### config.mk
export PLATFORM = sky130hd
export DESIGN_NAME = sap1_controller_flat
export DESIGN_NICKNAME = d
export VERILOG_FILES = /design/src/rtl/sap1_controller_pkg.sv /design/src/rtl/sap1_controller_if.sv /design/src/rtl/sap1_ring_counter.sv /design/src/rtl/sap1_controller.sv /design/src/flat_wrapper.sv
export SDC_FILE = /design/constraint.sdc
export NUM_CORES = 1
export LEC_CHECK = 0
export BUFFER_PORTS_ARGS = -buffer_cell sky130_fd_sc_hd__buf_2
export CAP_MARGIN = 20
export CELL_PAD_IN_SITES_DETAIL_PLACEMENT = 0
export CELL_PAD_IN_SITES_GLOBAL_PLACEMENT = 2
export CORE_MARGIN = 2
export CORE_UTILIZATION = 25
export DETAILED_ROUTE_END_ITERATION = 6
export GPL_TIMING_DRIVEN = 0
export MAX_ROUTING_LAYER = met4
export PLACE_DENSITY_LB_ADDON = 0.1
export SKIP_CTS_REPAIR_TIMING = 1
export SLEW_MARGIN = 40
export SYNTH_ARGS = -nofsm -noshare
export SYNTH_HDL_FRONTEND = slang
export SYNTH_SLANG_ARGS = --single-unit
### constraint.sdc
create_clock -name clk_i -period 1.7 [get_ports clk_i]
set_input_delay 0.34 -clock clk_i [delete_from_list [all_inputs] [get_ports clk_i]]
set_output_delay 0.34 -clock clk_i [all_outputs]
set_load 0.05 [all_outputs]
### src/rtl/sap1_controller_pkg.sv
// sap1_controller_pkg
// Shared definitions for the SAP-1 control sequencer and the datapath blocks
// that consume its control word: opcode constants, control-word bit indices
// and masks, and the one-hot T-state encoding.
package sap1_controller_pkg;

  localparam int unsigned CTRL_W = 12;

  // Control-word bit indices (datapath blocks decode ctrl_o with these)
  localparam int unsigned CP_BIT = 11;
  localparam int unsigned EP_BIT = 10;
  localparam int unsigned LM_BIT = 9;
  localparam int unsigned CE_BIT = 8;
  localparam int unsigned LI_BIT = 7;
  localparam int unsigned EI_BIT = 6;
  localparam int unsigned LA_BIT = 5;
  localparam int unsigned EA_BIT = 4;
  localparam int unsigned SU_BIT = 3;
  localparam int unsigned EU_BIT = 2;
  localparam int unsigned LB_BIT = 1;
  localparam int unsigned LO_BIT = 0;

  function automatic logic [CTRL_W-1:0] cw_bit(input int unsigned idx);
    logic [CTRL_W-1:0] w;
    w = '0;
    w[idx] = 1'b1;
    return w;
  endfunction

  localparam logic [CTRL_W-1:0] CW_CP = cw_bit(CP_BIT);
  localparam logic [CTRL_W-1:0] CW_EP = cw_bit(EP_BIT);
  localparam logic [CTRL_W-1:0] CW_LM = cw_bit(LM_BIT);
  localparam logic [CTRL_W-1:0] CW_CE = cw_bit(CE_BIT);
  localparam logic [CTRL_W-1:0] CW_LI = cw_bit(LI_BIT);
  localparam logic [CTRL_W-1:0] CW_EI = cw_bit(EI_BIT);
  localparam logic [CTRL_W-1:0] CW_LA = cw_bit(LA_BIT);
  localparam logic [CTRL_W-1:0] CW_EA = cw_bit(EA_BIT);
  localparam logic [CTRL_W-1:0] CW_SU = cw_bit(SU_BIT);
  localparam logic [CTRL_W-1:0] CW_EU = cw_bit(EU_BIT);
  localparam logic [CTRL_W-1:0] CW_LB = cw_bit(LB_BIT);
  localparam logic [CTRL_W-1:0] CW_LO = cw_bit(LO_BIT);

  // Opcodes (IR upper nibble)
  localparam logic [3:0] OP_LDA = 4'h0;
  localparam logic [3:0] OP_ADD = 4'h1;
  localparam logic [3:0] OP_SUB = 4'h2;
  localparam logic [3:0] OP_OUT = 4'hE;
  localparam logic [3:0] OP_HLT = 4'hF;

  // One-hot ring-counter states, bit 0 is T1
  typedef enum logic [5:0] {
    T1 = 6'b000001,
    T2 = 6'b000010,
    T3 = 6'b000100,
    T4 = 6'b001000,
    T5 = 6'b010000,
    T6 = 6'b100000
  } t_state_e;

endpackage

### src/rtl/sap1_controller_if.sv
// sap1_controller_if
// Sequencer <-> datapath signal group.
//   en_i      : advance enable (low = stall)
//   opcode_i  : IR upper nibble
//   ctrl_o    : 12-bit active-high control word
//   t_state_o : one-hot current T-state (bit 0 = T1)
//   halted_o  : high once HLT has executed
// master = datapath / stimulus side, slave = sequencer.
interface sap1_controller_if #(
  parameter int unsigned OPCODE_W = 4
);
  logic                en_i;
  logic [OPCODE_W-1:0] opcode_i;
  logic [11:0]         ctrl_o;
  logic [5:0]          t_state_o;
  logic                halted_o;

  modport master (
    output en_i, opcode_i,
    input  ctrl_o, t_state_o, halted_o
  );

  modport slave (
    input  en_i, opcode_i,
    output ctrl_o, t_state_o, halted_o
  );
endinterface

### src/rtl/sap1_ring_counter.sv
// sap1_ring_counter
// Six-state one-hot ring counter T1->T2->...->T6->T1.
//   clk_i   : clock, rising edge
//   rst_i   : synchronous active-high reset, returns to T1
//   advance : step one state this edge
//   hold    : freeze the state (overrides advance, not reset)
//   t_state : one-hot current state
module sap1_ring_counter
  import sap1_controller_pkg::*;
#(
  parameter int unsigned T_STATES = 6
) (
  input  logic                clk_i,
  input  logic                rst_i,
  input  logic                advance,
  input  logic                hold,
  output logic [T_STATES-1:0] t_state
);

  t_state_e state, state_nxt;

  always_ff @(posedge clk_i) begin
    if (rst_i) state <= T1;
    else       state <= state_nxt;
  end

  always_comb begin
    state_nxt = state;
    if (advance && !hold) begin
      unique case (state)
        T1:      state_nxt = T2;
        T2:      state_nxt = T3;
        T3:      state_nxt = T4;
        T4:      state_nxt = T5;
        T5:      state_nxt = T6;
        T6:      state_nxt = T1;
        default: state_nxt = T1;
      endcase
    end
  end

  assign t_state = T_STATES'(state);

endmodule

### src/rtl/sap1_controller.sv
// sap1_controller
// SAP-1 control sequencer: ring counter, instruction decoder and halt latch.
//   clk_i : clock, rising edge (same edge as the datapath)
//   rst_i : synchronous active-high reset
//   bus   : sap1_controller_if.slave (en_i, opcode_i in; ctrl_o, t_state_o,
//           halted_o out)
// ctrl_o is purely combinational from state, opcode, enable, reset and halt.
module sap1_controller
  import sap1_controller_pkg::*;
#(
  parameter int unsigned T_STATES = 6,
  parameter int unsigned OPCODE_W = 4
) (
  input logic                clk_i,
  input logic                rst_i,
  sap1_controller_if.slave   bus
);

  logic [T_STATES-1:0] t_state;
  t_state_e            state;
  logic                halted;
  logic                halt_now;
  logic [CTRL_W-1:0]   ctrl;

  localparam logic [OPCODE_W-1:0] LDA = OPCODE_W'(OP_LDA);
  localparam logic [OPCODE_W-1:0] ADD = OPCODE_W'(OP_ADD);
  localparam logic [OPCODE_W-1:0] SUB = OPCODE_W'(OP_SUB);
  localparam logic [OPCODE_W-1:0] OUT = OPCODE_W'(OP_OUT);
  localparam logic [OPCODE_W-1:0] HLT = OPCODE_W'(OP_HLT);

  assign state = t_state_e'(t_state[5:0]);

  // HLT retires on the enabled T4 edge; the counter must not leave T4 then.
  assign halt_now = bus.en_i && !halted && (state == T4) && (bus.opcode_i == HLT);

  sap1_ring_counter #(
    .T_STATES (T_STATES)
  ) u_ring (
    .clk_i   (clk_i),
    .rst_i   (rst_i),
    .advance (bus.en_i),
    .hold    (halted || halt_now),
    .t_state (t_state)
  );

  always_ff @(posedge clk_i) begin
    if (rst_i)         halted <= 1'b0;
    else if (halt_now) halted <= 1'b1;
  end

  always_comb begin
    ctrl = '0;
    if (!rst_i && bus.en_i && !halted) begin
      unique case (state)
        T1: ctrl = CW_EP | CW_LM;
        T2: ctrl = CW_CP;
        T3: ctrl = CW_CE | CW_LI;
        T4: begin
          case (bus.opcode_i)
            LDA, ADD, SUB: ctrl = CW_EI | CW_LM;
            OUT:           ctrl = CW_EA | CW_LO;
            default:       ctrl = '0;
          endcase
        end
        T5: begin
          case (bus.opcode_i)
            LDA:      ctrl = CW_CE | CW_LA;
            ADD, SUB: ctrl = CW_CE | CW_LB;
            default:  ctrl = '0;
          endcase
        end
        T6: begin
          case (bus.opcode_i)
            ADD:     ctrl = CW_EU | CW_LA;
            SUB:     ctrl = CW_SU | CW_EU | CW_LA;
            default: ctrl = '0;
          endcase
        end
        default: ctrl = '0;
      endcase
    end
  end

  assign bus.ctrl_o    = ctrl;
  assign bus.t_state_o = t_state[5:0];
  assign bus.halted_o  = halted;

endmodule

### src/flat_wrapper.sv
// flat-port wrapper written by rule: the top's interface ports become plain ports
module sap1_controller_flat import sap1_controller_pkg::*;
#(
  parameter int unsigned T_STATES = 6,
  parameter int unsigned OPCODE_W = 4
)
  (clk_i, rst_i, bus_en_i, bus_opcode_i, bus_ctrl_o, bus_t_state_o, bus_halted_o);
  sap1_controller_if #(.OPCODE_W(OPCODE_W)) bus_i ();
  input logic clk_i;
  input logic rst_i;
  input wire logic [$bits(bus_i.en_i)-1:0] bus_en_i;
  input wire logic [$bits(bus_i.opcode_i)-1:0] bus_opcode_i;
  output wire logic [$bits(bus_i.ctrl_o)-1:0] bus_ctrl_o;
  output wire logic [$bits(bus_i.t_state_o)-1:0] bus_t_state_o;
  output wire logic [$bits(bus_i.halted_o)-1:0] bus_halted_o;
  assign bus_i.en_i = bus_en_i;
  assign bus_i.opcode_i = bus_opcode_i;
  assign bus_ctrl_o = bus_i.ctrl_o;
  assign bus_t_state_o = bus_i.t_state_o;
  assign bus_halted_o = bus_i.halted_o;
  sap1_controller #(.T_STATES(T_STATES), .OPCODE_W(OPCODE_W)) u_core (.clk_i(clk_i), .rst_i(rst_i), .bus(bus_i));
endmodule
==> impl_metrics.toml <==
[sta]
maxSlewHeadroom_pct = 70.1
slew_violations = 0
timing.final.crit_share_pct = 111
rsz0062_at_grt = "true"
layout_setup_ws_ns = -0.192
clock.fmax_mhz = 529
hold_viol_final = 0
min_period_ns = 1.89
worstMarginPinSlew_ns = 0.447
clock_skew_ns = 0.000412
hold_ws_ns = 0.334
finalSetupViolations = 12

[die]
ios = 26
coreArea_sq_um = 2250
fp.dieArea_sq_um = 2850
initial_core_util_pct = 27.1
die_h_microns = 53.4
row_count = 17
die_w_microns = 53.4

[drt]
dr.pass1.iters = 4
drc = 0
dr_total_vias = 724
routed_wl_mm = 2.14
viasPerCell = 5.10
drt-initial-drc-count = 13
wire_per_inst_microns = 15.1
drtAntennaViolNets = 0

[outcome]
violations = "setup timing"
status = "complete, but fails checks"

[synthesis]
synthCells = 75
ys_ff_latch = 7
yosys.area.top_type = "dfxtp_1"
synth.distinct_cells = 33
synth_area_leaders = "dfxtp_1 23%, nor4_4 7.0%, nand2_1 5.5%"
netlist_area_sq_um = 611
yosysWarnings = 0
syn-num-nets = 82
synth_top_cell_area_share_pct = 23.0
ys_seq_area_share_pct = 23.0
syn-mean-instance-area_sq_um = 8.14

[clock_tree]
cts_htree_levels = 1
insertion_delay_ns = 0.25
cts.sinks = 7
cts_buffer_depth = 2
path_clk_slew_ns = 0.05
cts_tree = "built"
cts_buffers = 3
root_buffer = "clkbuf_4"

[final_layout]
area_growth_pct = 92.6
final_common_cell = "buf_2"
most-common-layout-cells = "13 x buf_2, 11 x buf_4, 10 x buf_6, 7 x nand2_1, 5 x dfxtp_4"
n_antenna_cell = 0
final_core_util_pct = 52.2
fin_nets = 122
drive_above_1_share_pct = 69.3

[worst_setup_path]
path_class = "flop to output pin"
cp_max_fo = 8
end_kind = "output pin"
crit_arrival_ns = 1.55
critPathRequiredTime_ns = 1.36
worst_setup_path_start_kind = "flop"

[grt]
overflow = 0
grt_pass1_wl_mm = 2.76
grt_max_degree = 10
antenna_found_initial = 0
gr-usage-all-layers_pct = 14.0
grt_pass1_vias = 548

[flow_run]
cap_violations = 0

[placement]
place.gp.congestion = 0.734
hpwlAfterDp_mm = 1.42
port_buffers = 25

[pwr]
worst_ir_drop_vdd_uv = 409
p_leak_uw = 0.000475
p_per_area_nw_per_um2 = 468
power_uw = 550

[min_path]
min_path_type = "primary input to flop"
## sequential cells by signal (all words and copies together) (netlist names)
signal                 flops
u_core.u_ring.t_state      6
u_core.bus.halted_o        1
## worst paths after layout
path	cells past startpoint	startpoint	to	slack, ns
min reg2reg	2	u_core.u_ring.t_state[1]$_SDFFE_PP0P_	u_core.u_ring.t_state[1]$_SDFFE_PP0P_	0.52
min	2	rst_i	u_core.u_ring.t_state[4]$_SDFFE_PP0P_	0.33
max	5	u_core.u_ring.t_state[0]$_SDFFE_PP1P_	bus_ctrl_o[5]	-0.19
max reg2reg	6	u_core.u_ring.t_state[0]$_SDFFE_PP1P_	u_core.u_ring.t_state[2]$_SDFFE_PP0P_	0.25
## per-layer routing
layer	wire length, microns	track usage, %	share of wire (%)
met1	903	18.9	42
met4	0	3.85	0
met3	90	2.54	4.2
met2	1150	21.2	54
met5	0	-	0
## worst max-delay path, cell delays in order, from the launching register on
cell	delay, ns
dfxtp_4	0.38
nor4_4	0.30
buf_6	0.18
o2111ai_4	0.11
a21oi_4	0.17
buf_6	0.17
## through the flow
step           instance area (sq um)  std cells  TNS (ns)  setup WS [ns]
2_1_floorplan                    738         75     -1.42         -0.418
3_3_place_gp                     898        128     -2.14         -0.256
3_5_place_dp                     898        128     -2.21         -0.267
4_1_cts                          925        132     -5.21         -0.557
5_1_grt                         1180        142     -2.36         -0.266
6_report                        1180        142     -1.50         -0.192
## kinds of logic (layout without fill, tap and decap cells)
group	after synthesis	in the layout	synth area share, %
compound gates	15	15	21.1
xor+xnor	1	1	1.43
buf+inv	7	46	7.58
flops	7	7	23.0
mux	3	3	4.92
simple gates	42	42	42.0
## cell type report
type / instances / area [sq um]
Buffer: 1 / 11.3
Clock buffer: 4 / 26.3
Fill cell: 228 / 1080
Inverter: 3 / 13.8
Multi-Input combinational cell: 61 / 612
Sequential cell: 7 / 161
Tap cell: 28 / 35.0
Timing Repair Buffer: 38 / 317
## cells in the mapped netlist
cell and count:
a211oi_2 1, a21o_1 1, a21oi_1 2, a31o_1 1, a31oi_1 1, a41o_2 1, a41oi_4 1, and2b_2 1
and3_1 1, and4b_1 2, buf_2 1, buf_4 1, buf_6 2, dfxtp_1 7, inv_1 3, mux2i_1 3
nand2_1 9, nand2b_1 3, nand3_1 5, nand4_1 1, nand4b_1 2, nor2_1 8, nor2b_1 3, nor3_1 3
nor3b_1 1, nor4_1 1, nor4_4 2, o2111ai_1 1, o211ai_1 2, o21ai_0 2, o21ai_1 1, o22ai_1 1
xor2_1 1
## where the power goes
group	total [uW]	switching, uW	internal (uW)
logic	211	122	89.3
registers	186	18.0	168
clock network	153	63.4	89.7
total	550	203	347
(Power assumes the default switching activity.)
